$ cat config.mk
export PLATFORM = sky130hd
export DESIGN_NAME = vga_write_arbiter
export DESIGN_NICKNAME = d
export VERILOG_FILES = /design/src/rtl/vga_arb_pkg.sv /design/src/rtl/vga_write_arbiter_rr_picker.sv /design/src/rtl/vga_write_arbiter.sv
export SDC_FILE = /design/constraint.sdc
export NUM_CORES = 1
export LEC_CHECK = 0
export ABC_CLOCK_PERIOD_IN_PS = 7900
export BUFFER_PORTS_ARGS = -buffer_cell sky130_fd_sc_hd__buf_4
export CORE_AREA = 2 2 161 163
export CTS_BUF_LIST = sky130_fd_sc_hd__clkbuf_8
export CTS_CLUSTER_SIZE = 24
export DETAILED_ROUTE_END_ITERATION = 10
export DIE_AREA = 0 0 163 165
export PLACE_DENSITY = 0.57
export SYNTH_ARGS = -nofsm -noshare
export SYNTH_HDL_FRONTEND = slang
export SYNTH_SLANG_ARGS = --single-unit
$ cat constraint.sdc
create_clock -name clk -period 7.9 [get_ports clk]
set_input_delay 0.395 -clock clk [delete_from_list [all_inputs] [get_ports clk]]
set_output_delay 0.395 -clock clk [all_outputs]
set_load 0.05 [all_outputs]
$ cat src/rtl/vga_arb_pkg.sv
// Shared types and constants for the VGA pixel-SRAM write arbiter.
package vga_arb_pkg;

  localparam int unsigned COLOR_W       = 8;
  localparam int unsigned DEFAULT_N_REQ = 4;

  typedef enum logic [1:0] {
    S_IDLE,
    S_RUN,
    S_DONE
  } arb_state_t;

endpackage

$ cat src/rtl/vga_write_arbiter_rr_picker.sv
// Combinational round-robin picker: first eligible index after rr_last, modulo N_REQ.
module rr_picker #(
  parameter  int unsigned N_REQ = 4,
  localparam int unsigned IDX_W = $clog2(N_REQ)
) (
  input  logic [N_REQ-1:0] eligible,
  input  logic [IDX_W-1:0] rr_last,
  output logic             grant_valid,
  output logic [IDX_W-1:0] grant_idx
);

  logic [IDX_W-1:0] cand;

  // Scan farthest-first so the nearest eligible index after rr_last wins.
  always_comb begin
    grant_valid = 1'b0;
    grant_idx   = '0;
    cand        = '0;
    for (int unsigned k = N_REQ; k > 0; k--) begin
      cand = IDX_W'((32'(rr_last) + k) % N_REQ);
      if (eligible[cand]) begin
        grant_valid = 1'b1;
        grant_idx   = cand;
      end
    end
  end

endmodule

$ cat src/rtl/vga_write_arbiter.sv
// Round-robin arbiter sharing the VGA pixel-SRAM write port with frame-window filtering.
// Optional per-requester accepted-write counters are built when ARB_STATS_EN is defined.
module vga_write_arbiter
  import vga_arb_pkg::*;
#(
  parameter int unsigned N_REQ  = DEFAULT_N_REQ,
  parameter int unsigned ADDR_W = 32,
  parameter int unsigned DATA_W = COLOR_W
) (
  input  logic                    clk,
  input  logic                    rst,
  input  logic                    enable,
  input  logic [ADDR_W-1:0]       base,
  input  logic [ADDR_W-1:0]       limit,
  input  logic [N_REQ-1:0]        req,
  input  logic [N_REQ*ADDR_W-1:0] req_addr,
  input  logic [N_REQ*DATA_W-1:0] req_data,
  input  logic [N_REQ-1:0]        req_done,
  output logic [N_REQ-1:0]        ack,
  output logic [ADDR_W-1:0]       vga_sram_address,
  output logic [DATA_W-1:0]       vga_sram_writedata,
  output logic                    vga_sram_write,
  output logic                    vga_sram_clken,
  output logic                    vga_sram_chipselect,
  output logic                    range_err,
  output logic                    all_done,
  output logic [N_REQ*32-1:0]     write_count
);

  localparam int unsigned IDX_W = $clog2(N_REQ);

  arb_state_t       state, state_next;
  logic [IDX_W-1:0] rr_last, grant_idx;
  logic             grant_valid, grant, in_range;
  logic [N_REQ-1:0] eligible;
  logic [ADDR_W-1:0] sel_addr;
  logic [DATA_W-1:0] sel_data;

  // The pulsing ack masks its own request; finished requesters are ignored.
  assign eligible = req & ~ack & ~req_done;

  rr_picker #(.N_REQ(N_REQ)) u_picker (
    .eligible    (eligible),
    .rr_last     (rr_last),
    .grant_valid (grant_valid),
    .grant_idx   (grant_idx)
  );

  always_comb begin
    sel_addr = '0;
    sel_data = '0;
    for (int unsigned i = 0; i < N_REQ; i++) begin
      if (grant_idx == IDX_W'(i)) begin
        sel_addr = req_addr[i*ADDR_W +: ADDR_W];
        sel_data = req_data[i*DATA_W +: DATA_W];
      end
    end
  end

  // Unsigned wrap makes addresses below base fail the window test too.
  assign in_range = (sel_addr - base) < limit;

  always_ff @(posedge clk or posedge rst) begin
    if (rst) state <= S_IDLE;
    else     state <= state_next;
  end

  always_comb begin
    state_next = state;
    grant      = 1'b0;
    case (state)
      S_IDLE: if (enable) state_next = S_RUN;
      S_RUN: begin
        if (!enable) begin
          state_next = S_IDLE;
        end else begin
          grant = grant_valid;
          if (&req_done && !grant_valid) state_next = S_DONE;
        end
      end
      S_DONE:  state_next = S_DONE;
      default: state_next = S_IDLE;
    endcase
  end

  always_ff @(posedge clk or posedge rst) begin
    if (rst) begin
      ack                 <= '0;
      vga_sram_address    <= '0;
      vga_sram_writedata  <= '0;
      vga_sram_write      <= 1'b0;
      vga_sram_clken      <= 1'b0;
      vga_sram_chipselect <= 1'b0;
      range_err           <= 1'b0;
      all_done            <= 1'b0;
      rr_last             <= IDX_W'(N_REQ - 1);
    end else begin
      ack                 <= '0;
      vga_sram_write      <= 1'b0;
      vga_sram_clken      <= 1'b1;
      vga_sram_chipselect <= 1'b1;
      all_done            <= (state_next == S_DONE);
      if (grant) begin
        ack[grant_idx]     <= 1'b1;
        vga_sram_address   <= sel_addr;
        vga_sram_writedata <= sel_data;
        vga_sram_write     <= in_range;
        rr_last            <= grant_idx;
        if (!in_range) range_err <= 1'b1;
      end
    end
  end

`ifdef ARB_STATS_EN
  logic [N_REQ-1:0][31:0] count;

  always_ff @(posedge clk or posedge rst) begin
    if (rst) begin
      count <= '0;
    end else begin
      for (int unsigned i = 0; i < N_REQ; i++) begin
        if (grant && in_range && grant_idx == IDX_W'(i)) count[i] <= count[i] + 32'd1;
      end
    end
  end

  assign write_count = count;
`else
  assign write_count = '0;
`endif

endmodule

# --- Word-level counts from Yosys, hierarchy flattened ---
# Index checks and enable logic that the tools add are counted.
# Widths: inputs -> output; s select.
classes:
  add_sub_neg: 5
  magnitude_cmp: 7
  n_eq_ne: 6
  mux: 34
  n_bitwise: 5
  n_reduce_logical: 7
op_table:
  columns: ["cell", "n"]
  rows:
  - ["$mux 32", 4]
  - ["$lt 32x32->1", 1]
  - ["$mux 8", 4]
  - ["$sub 32x32->32", 1]
  - ["$lt 2x3->1 const B", 5]
  - ["$mux 2", 7]
  - ["$mux 1", 12]
  - ["$and 4x4->4", 2]
  - ["$bmux 1 s2", 4]
  - ["$eq 2x2->1 const B", 4]
  - ["$not 4->4", 2]
  - ["$pmux 2 s3", 1]
  - ["$add 2x1->2 const B", 2]
  - ["$add 2x2->2 const B", 2]
  - ["$eq 2x1->1 const B", 2]
  - ["$logic_not 2->1", 2]
  - ["$mux 4", 1]
  - ["$reduce_and 4->1", 1]
  - ["$demux 1 s2", 1]
  - ["$ge 2x1->1 const B", 1]
  - ["$logic_and 1x1->1", 2]
  - ["$reduce_and 2->1", 1]
  - ["$logic_not 1->1", 1]
  - ["$not 1->1", 1]
totals:
  register_bits: 52
  inputBits: 235
  output_inout_bits: 177
  word_cells: 73

# --- Logic depth before layout (Yosys ltp) ---
depth:
  ltp_word: 18
  depth_mapped: 25
  depth_no_buf: 24

# --- Hierarchy ---
# Synthesis repeated with hierarchy kept, for this count alone.
unflattened:
  cells_unflattened: 803
  hier_area_um2: 6756.5
by_module_without_submodules:
  columns: ["module", "n_inst", "cells_per_inst", "area_each_um2", "seq_area_each_um2"]
  rows:
  - ["vga_write_arbiter", 1, 789, 6665.1, 1303.8]
  - ["rr_picker", 1, 14, 91.3, 0.0]

# --- Worst setup path before layout ---
# No wires, ideal clock.
synth_timing:
  kind: "reg2reg"
  from: "reg ack[3]"
  to: "reg vga_sram_write"
  setup_time_ns: 0.066
  arrival_ns: 5.634
  t_required_ns: 7.834
  setup_slack_ns: 2.200
  stages_incl_launch_ff: 24
  n_path_buf: 1
  period_less_slack_ns: 5.700
  cell_sequence: "dfrtp_1 -> or3b_4 -> o221a_4 -> nor3_4 -> buf_12 -> mux2_2 -> o21ai_0 -> ha_1 -> fa_1 -> nor2b_1 -> o31a_1 -> o41ai_4 -> o311ai_1 -> a21o_1 -> a21oi_1 -> xnor2_1 -> ha_1 -> a21o_1 -> a21oi_1 -> o21ai_0 -> a2111oi_0 -> a31oi_1 -> a221oi_1 -> and2_1"
synth_between:
  elab_chain_len: 17
  word_cells_on_any_way: 32
  cone_classes: "1 x add/sub; 1 x order compare; 3 x eq/ne; 23 x mux; 3 x bitwise; 1 x reduce/logical"
synth_rtl:
  columns: ["item", "line", "rtl"]
  rows:
  - ["from (decl)", "vga_write_arbiter.sv:19", "output logic [N_REQ-1:0] ack,"]
  - ["from (signal assigned)", "vga_write_arbiter.sv:88", "ack <= '0;"]
  - ["from (signal assigned)", "vga_write_arbiter.sv:98", "ack <= '0;"]
  - ["from (signal, indexed assignment)", "vga_write_arbiter.sv:104", "ack[grant_idx] <= 1'b1;"]
  - ["$not 4->4 *", "vga_write_arbiter.sv:40", "assign eligible = req & ~ack & ~req_done;"]
  - ["$and 4x4->4 * (2 in a row)", "vga_write_arbiter.sv:40", null]
  - ["$bmux 1 s2", "vga_write_arbiter_rr_picker.sv:21", "if (eligible[cand]) begin"]
  - ["$mux 1 (not written as such)", "vga_write_arbiter_rr_picker.sv:21", null]
  - ["$mux 2 (4 in a row)", "vga_write_arbiter_rr_picker.sv:21", null]
  - ["$logic_not 2->1", "vga_write_arbiter.sv:53", "if (grant_idx == IDX_W'(i)) begin"]
  - ["$mux 32 (4 in a row)", "vga_write_arbiter.sv:53", null]
  - ["$sub 32x32->32", "vga_write_arbiter.sv:61", "assign in_range = (sel_addr - base) < limit;"]
  - ["$lt 32x32->1", "vga_write_arbiter.sv:61", null]
  - ["$mux 1 *", "vga_write_arbiter.sv:103", "if (grant) begin"]
  - ["to (signal assigned)", "vga_write_arbiter.sv:107", "vga_sram_write <= in_range;"]
  - ["to (decl)", "vga_write_arbiter.sv:22", "output logic vga_sram_write,"]
# Every way passes the cells marked *; elsewhere a longest branch is shown, timed or not. The select of a mux whose other input is x is not followed.
# A chain may end at the register's enable or synchronous reset.

# --- Final worst setup path ---
layout_timing:
  from: "reg ack[3]"
  to: "reg vga_sram_write"
layout_between:
  elab_chain_len: 17
  word_cells_on_any_way: 32
  cone_classes: "1 x add/sub; 1 x order compare; 3 x eq/ne; 23 x mux; 3 x bitwise; 1 x reduce/logical"
layout_rtl:
  columns: ["item", "line", "rtl"]
  rows:
  - ["$not 4->4 *", "vga_write_arbiter.sv:40", null]
  - ["$and 4x4->4 * (2 in a row)", "vga_write_arbiter.sv:40", null]
  - ["$bmux 1 s2", "vga_write_arbiter_rr_picker.sv:21", null]
  - ["$mux 1 (not written as such)", "vga_write_arbiter_rr_picker.sv:21", null]
  - ["$mux 2 (3 in a row)", "vga_write_arbiter_rr_picker.sv:21", null]
  - ["$mux 2 *", "vga_write_arbiter_rr_picker.sv:21", null]
  - ["$logic_not 2->1", "vga_write_arbiter.sv:53", null]
  - ["$mux 32 (3 in a row)", "vga_write_arbiter.sv:53", null]
  - ["$mux 32 *", "vga_write_arbiter.sv:53", null]
  - ["net sel_addr[1]", "vga_write_arbiter.sv:36", "logic [ADDR_W-1:0] sel_addr;"]
  - ["$sub 32x32->32 *", "vga_write_arbiter.sv:61", null]
  - ["$lt 32x32->1 *", "vga_write_arbiter.sv:61", null]
  - ["$mux 1 *", "vga_write_arbiter.sv:103", null]
# The timed path passes the listed nets; every way through them passes the cells marked *. The select of a mux whose other input is x is not followed.

==> flow_summary_export.csv <==
group,metric,value,unit
outcome,status,"finished, final reports clean",
placement,dpl-instance-area,8660,sq um
sta,fmax,154,MHz
placement,dp_slack,1330,ps
cells_and_area,n_antenna_cell,0,
logic_synthesis,synth_top_area_share,18.5,%
cells_and_area,area_delta_synth_final,29.7,%
power,power,2.20,mW
routing,routed_via_density,4.41,
clocking,cts_tree,"done",
grt,grt_pass1_wl,33.1,mm
power,pwr-share-seq,17.7,%
routing,drt_iter0_markers,279,
power,power.switching,1.20,mW
hold_path,hold_path_class,"input port to async pin",
sta,worst_hold_slack,263,ps
clocking,postCtsSetupRepairBufs,0,
clocking,numCtsBuffers,5,
cells_and_area,final_core_util,35.0,%
power,intPower,1.00,mW
logic_synthesis,ys_seq_area_share,19.3,%
sta,setup_viol,0,
routing,routedWlPerCell,16.1,um
logic_synthesis,yosysTopAreaCell,"dfrtp_1",
run,cap_violations,0,
floorplan,core-area,25000,sq um
routing,totalWireLength,22.9,mm
cells_and_area,regArea,1300,sq um
placement,dp_cells,1417,
power,sw_frac_of_total,54.3,%
floorplan,die_x,163,um
critical_path,crit_fanout,27,
critical_path,cp.arrival,6780,ps
power,combPwrFrac,74.3,%
logic_synthesis,avgSynthCellArea,8.21,sq um
logic_synthesis,netlist_area,6760,sq um
placement,hpwl,19.3,mm
grt,antenna_found_initial,0,
sta,tns,0,ps
grt,grt_max_degree,53,
sta,min_period,6500,ps
logic_synthesis,synth_compound_area_share,15.9,%
floorplan,start_util,27.0,%
clocking,cts_resized,0,
power,vdd_drop_max,0.136,mV
placement,gp_routability_congestion,0.886,
critical_path,worstSetupPathType,"flop to flop",
critical_path,critPathCaptureType,"flop",
logic_synthesis,synth_xor_area_share,3.37,%
routing,num_vias,6281,
cells_and_area,final_area,8760,sq um
grt,grt.overflow.total,0,
cells_and_area,multiInputGateArea,4460,sq um
logic_synthesis,synthTopCellsByArea,"dfrtp_1 (19%), buf_4 (15%), mux2i_1 (13%)",
sta,hold_viol,0,
clocking,hold_buffers,0,
routing,ant_nets,0,
critical_path,cp.required,8180,ps
sta,setup_slack,1400,ps
floorplan,die_y,165,um
floorplan,pin_count,412,
clocking,htree_levels,2,
routing,first_pass_iters,4,
power,power_density,251,nW/um^2
power,p_leak,4.82,nW
sta,clock_skew,9.77,ps
logic_synthesis,muxShareOfSynthArea,15.2,%
power,clkPwrFrac,8.0,%
logic_synthesis,ys_async_sr_fraction,100,%
grt,track_usage,16.1,%
clocking,clock-sinks,52,
sta,slew_viol_final,0,
clocking,clk_pin_slew,120,ps
floorplan,rows,58,
sta,worst_slew_pin_slew,899,ps
logic_synthesis,syn_inst,823,
clocking,clock_path_buffers,2,
sta,maxSlewHeadroom,39.9,%
cells_and_area,finalNonFillerCells,1425,
logic_synthesis,yosys_warnings,0,
cells_and_area,drive_gt1_share,29.4,%
placement,port-buffer-count,283,
cells_and_area,final_nets,1392,
logic_synthesis,synth_seq_cells,52,
floorplan,design.die.area,26900,sq um
cells_and_area,num-fill-cells,2672,
critical_path,critPathLaunchType,"flop",
logic_synthesis,synth_top_family_by_area,"buffers and inverters",
clocking,root_buffer,"clkbuf_8",
logic_synthesis,synth-edff-count,0,
logic_synthesis,synth-simple-area-share,12.4,%
routing,drc,0,
sta,rsz0062_at_grt,"no",
logic_synthesis,ys_types,63,
clocking,insertion_delay,340,ps
logic_synthesis,synth_fa_ha_area_share,11.8,%
grt,grt_pass1_vias,5968,
sta,finalCritPeriodShare,82.2,%
logic_synthesis,synth_flop_cell,"dfrtp_1",
## critical path, stage by stage (launching register included)
cell	delay, ps
dfrtp_1	410
or3b_4	430
o221a_4	280
nor3_4	730
buf_12	300
mux2i_1	200
nand2_1	60
o21ai_0	190
inv_1	90
ha_1	270
nor2b_1	140
o31a_1	300
o211ai_1	330
o21ai_0	200
and2_1	230
a31oi_1	330
xnor2_1	200
ha_1	300
a21oi_1	160
o21ai_0	120
a2111oi_0	390
a31oi_1	200
a221oi_1	390
and2_1	170
## Yosys cell counts (all sizes together), types with 2 or more instances
| master | count |
|---|---|
| inv | 76 |
| nand2b | 2 |
| dfrtp | 50 |
| nor2 | 27 |
| xnor2 | 22 |
| mux2 | 10 |
| and2 | 3 |
| clkbuf | 9 |
| nor3b | 4 |
| o41ai | 2 |
| a21o | 14 |
| nand4 | 7 |
| mux2i | 91 |
| o21bai | 7 |
| o31ai | 2 |
| o21ai | 40 |
| o31a | 3 |
| and3 | 6 |
| or3b | 3 |
| dfstp | 2 |
| a211oi | 8 |
| o22ai | 3 |
| a21oi | 36 |
| o21a | 9 |
| a21boi | 2 |
| nand2 | 110 |
| a221oi | 2 |
| a22oi | 14 |
| ha | 62 |
| buf | 146 |
| conb | 2 |
| nand3 | 8 |
| o211ai | 5 |
| a31oi | 3 |
| nor3 | 11 |
| xor2 | 4 |
| nor2b | 4 |
## cells in the final DEF, fill, tap and decap left out, types with 6 or more instances in the layout
cell type	count
a22oi_1	14
dfrtp_1	50
nor3_1	10
conb_1	129
nand3_1	7
nand4_1	7
o21bai_1	7
buf_4	291
mux2i_1	91
o21ai_0	39
and3_1	6
mux2_2	10
a211oi_1	7
ha_1	62
a21oi_1	36
inv_1	75
a21o_1	14
nand2_1	110
o21a_1	9
xnor2_1	22
nor2_1	26
## per-layer routing
metal  vias to the layer above  track usage [%]  wire length (um)
met5                         -                0                 0
met4                         0             3.38               285
met3                        15             2.89              1600
met2                       262             29.1             11300
met1                      2886             19.9              9720
li1                       3118                -                 -
## logic make-up after synthesis
logic type                 Yosys count
buffers and inverters              231
other                                2
DFF                                 52
and+or+nand+nor                    187
AOI/OAI and AO/OA                  161
xor gates and xnor gates            26
adders and majority gates           63
muxes                              101
## cell type report
type                       count  share of cell area [%]
clock buffer                   5                   0.786
clock inverter                 3                   0.314
inverter                      76                    3.26
sequential                    52                    14.9
tap                          330                    4.71
timing repair buffer         292                    25.2
multi-input combinational    667                    50.9
## power groups by stage
stage / clock [mW] / sequential [mW] / combinational, mW
after floorplan: 0 / 0.650 / 0.985
after global placement: 0 / 0.395 / 1.62
after detailed placement: 0 / 0.397 / 1.63
after CTS: 0.184 / 0.391 / 1.64
after global routing: 0.194 / 0.403 / 1.78
final: 0.176 / 0.390 / 1.63
## final timing paths
path                             start             endpoint  slack [ps]  depth (start not counted)
min in group clk           req_done[3]             state[0]         290                          2
setup reg to reg                ack[3]       vga_sram_write        1400                         23
max in group asynchronous          rst  vga_sram_address[9]        7140                          3
setup / recovery                ack[3]       vga_sram_write        1400                         23
hold reg to reg               state[1]             state[0]         480                          1
hold / removal                     rst  vga_sram_chipselect         260                          3
## sequential cells by signal, indices dropped and copies added, names as in the netlist
register             count
range_err                1
vga_sram_write           1
vga_sram_address        32
state                    2
rr_last                  2
vga_sram_chipselect      1
all_done                 1
ack                      4
vga_sram_writedata       8
(Power assumes the default switching activity.)
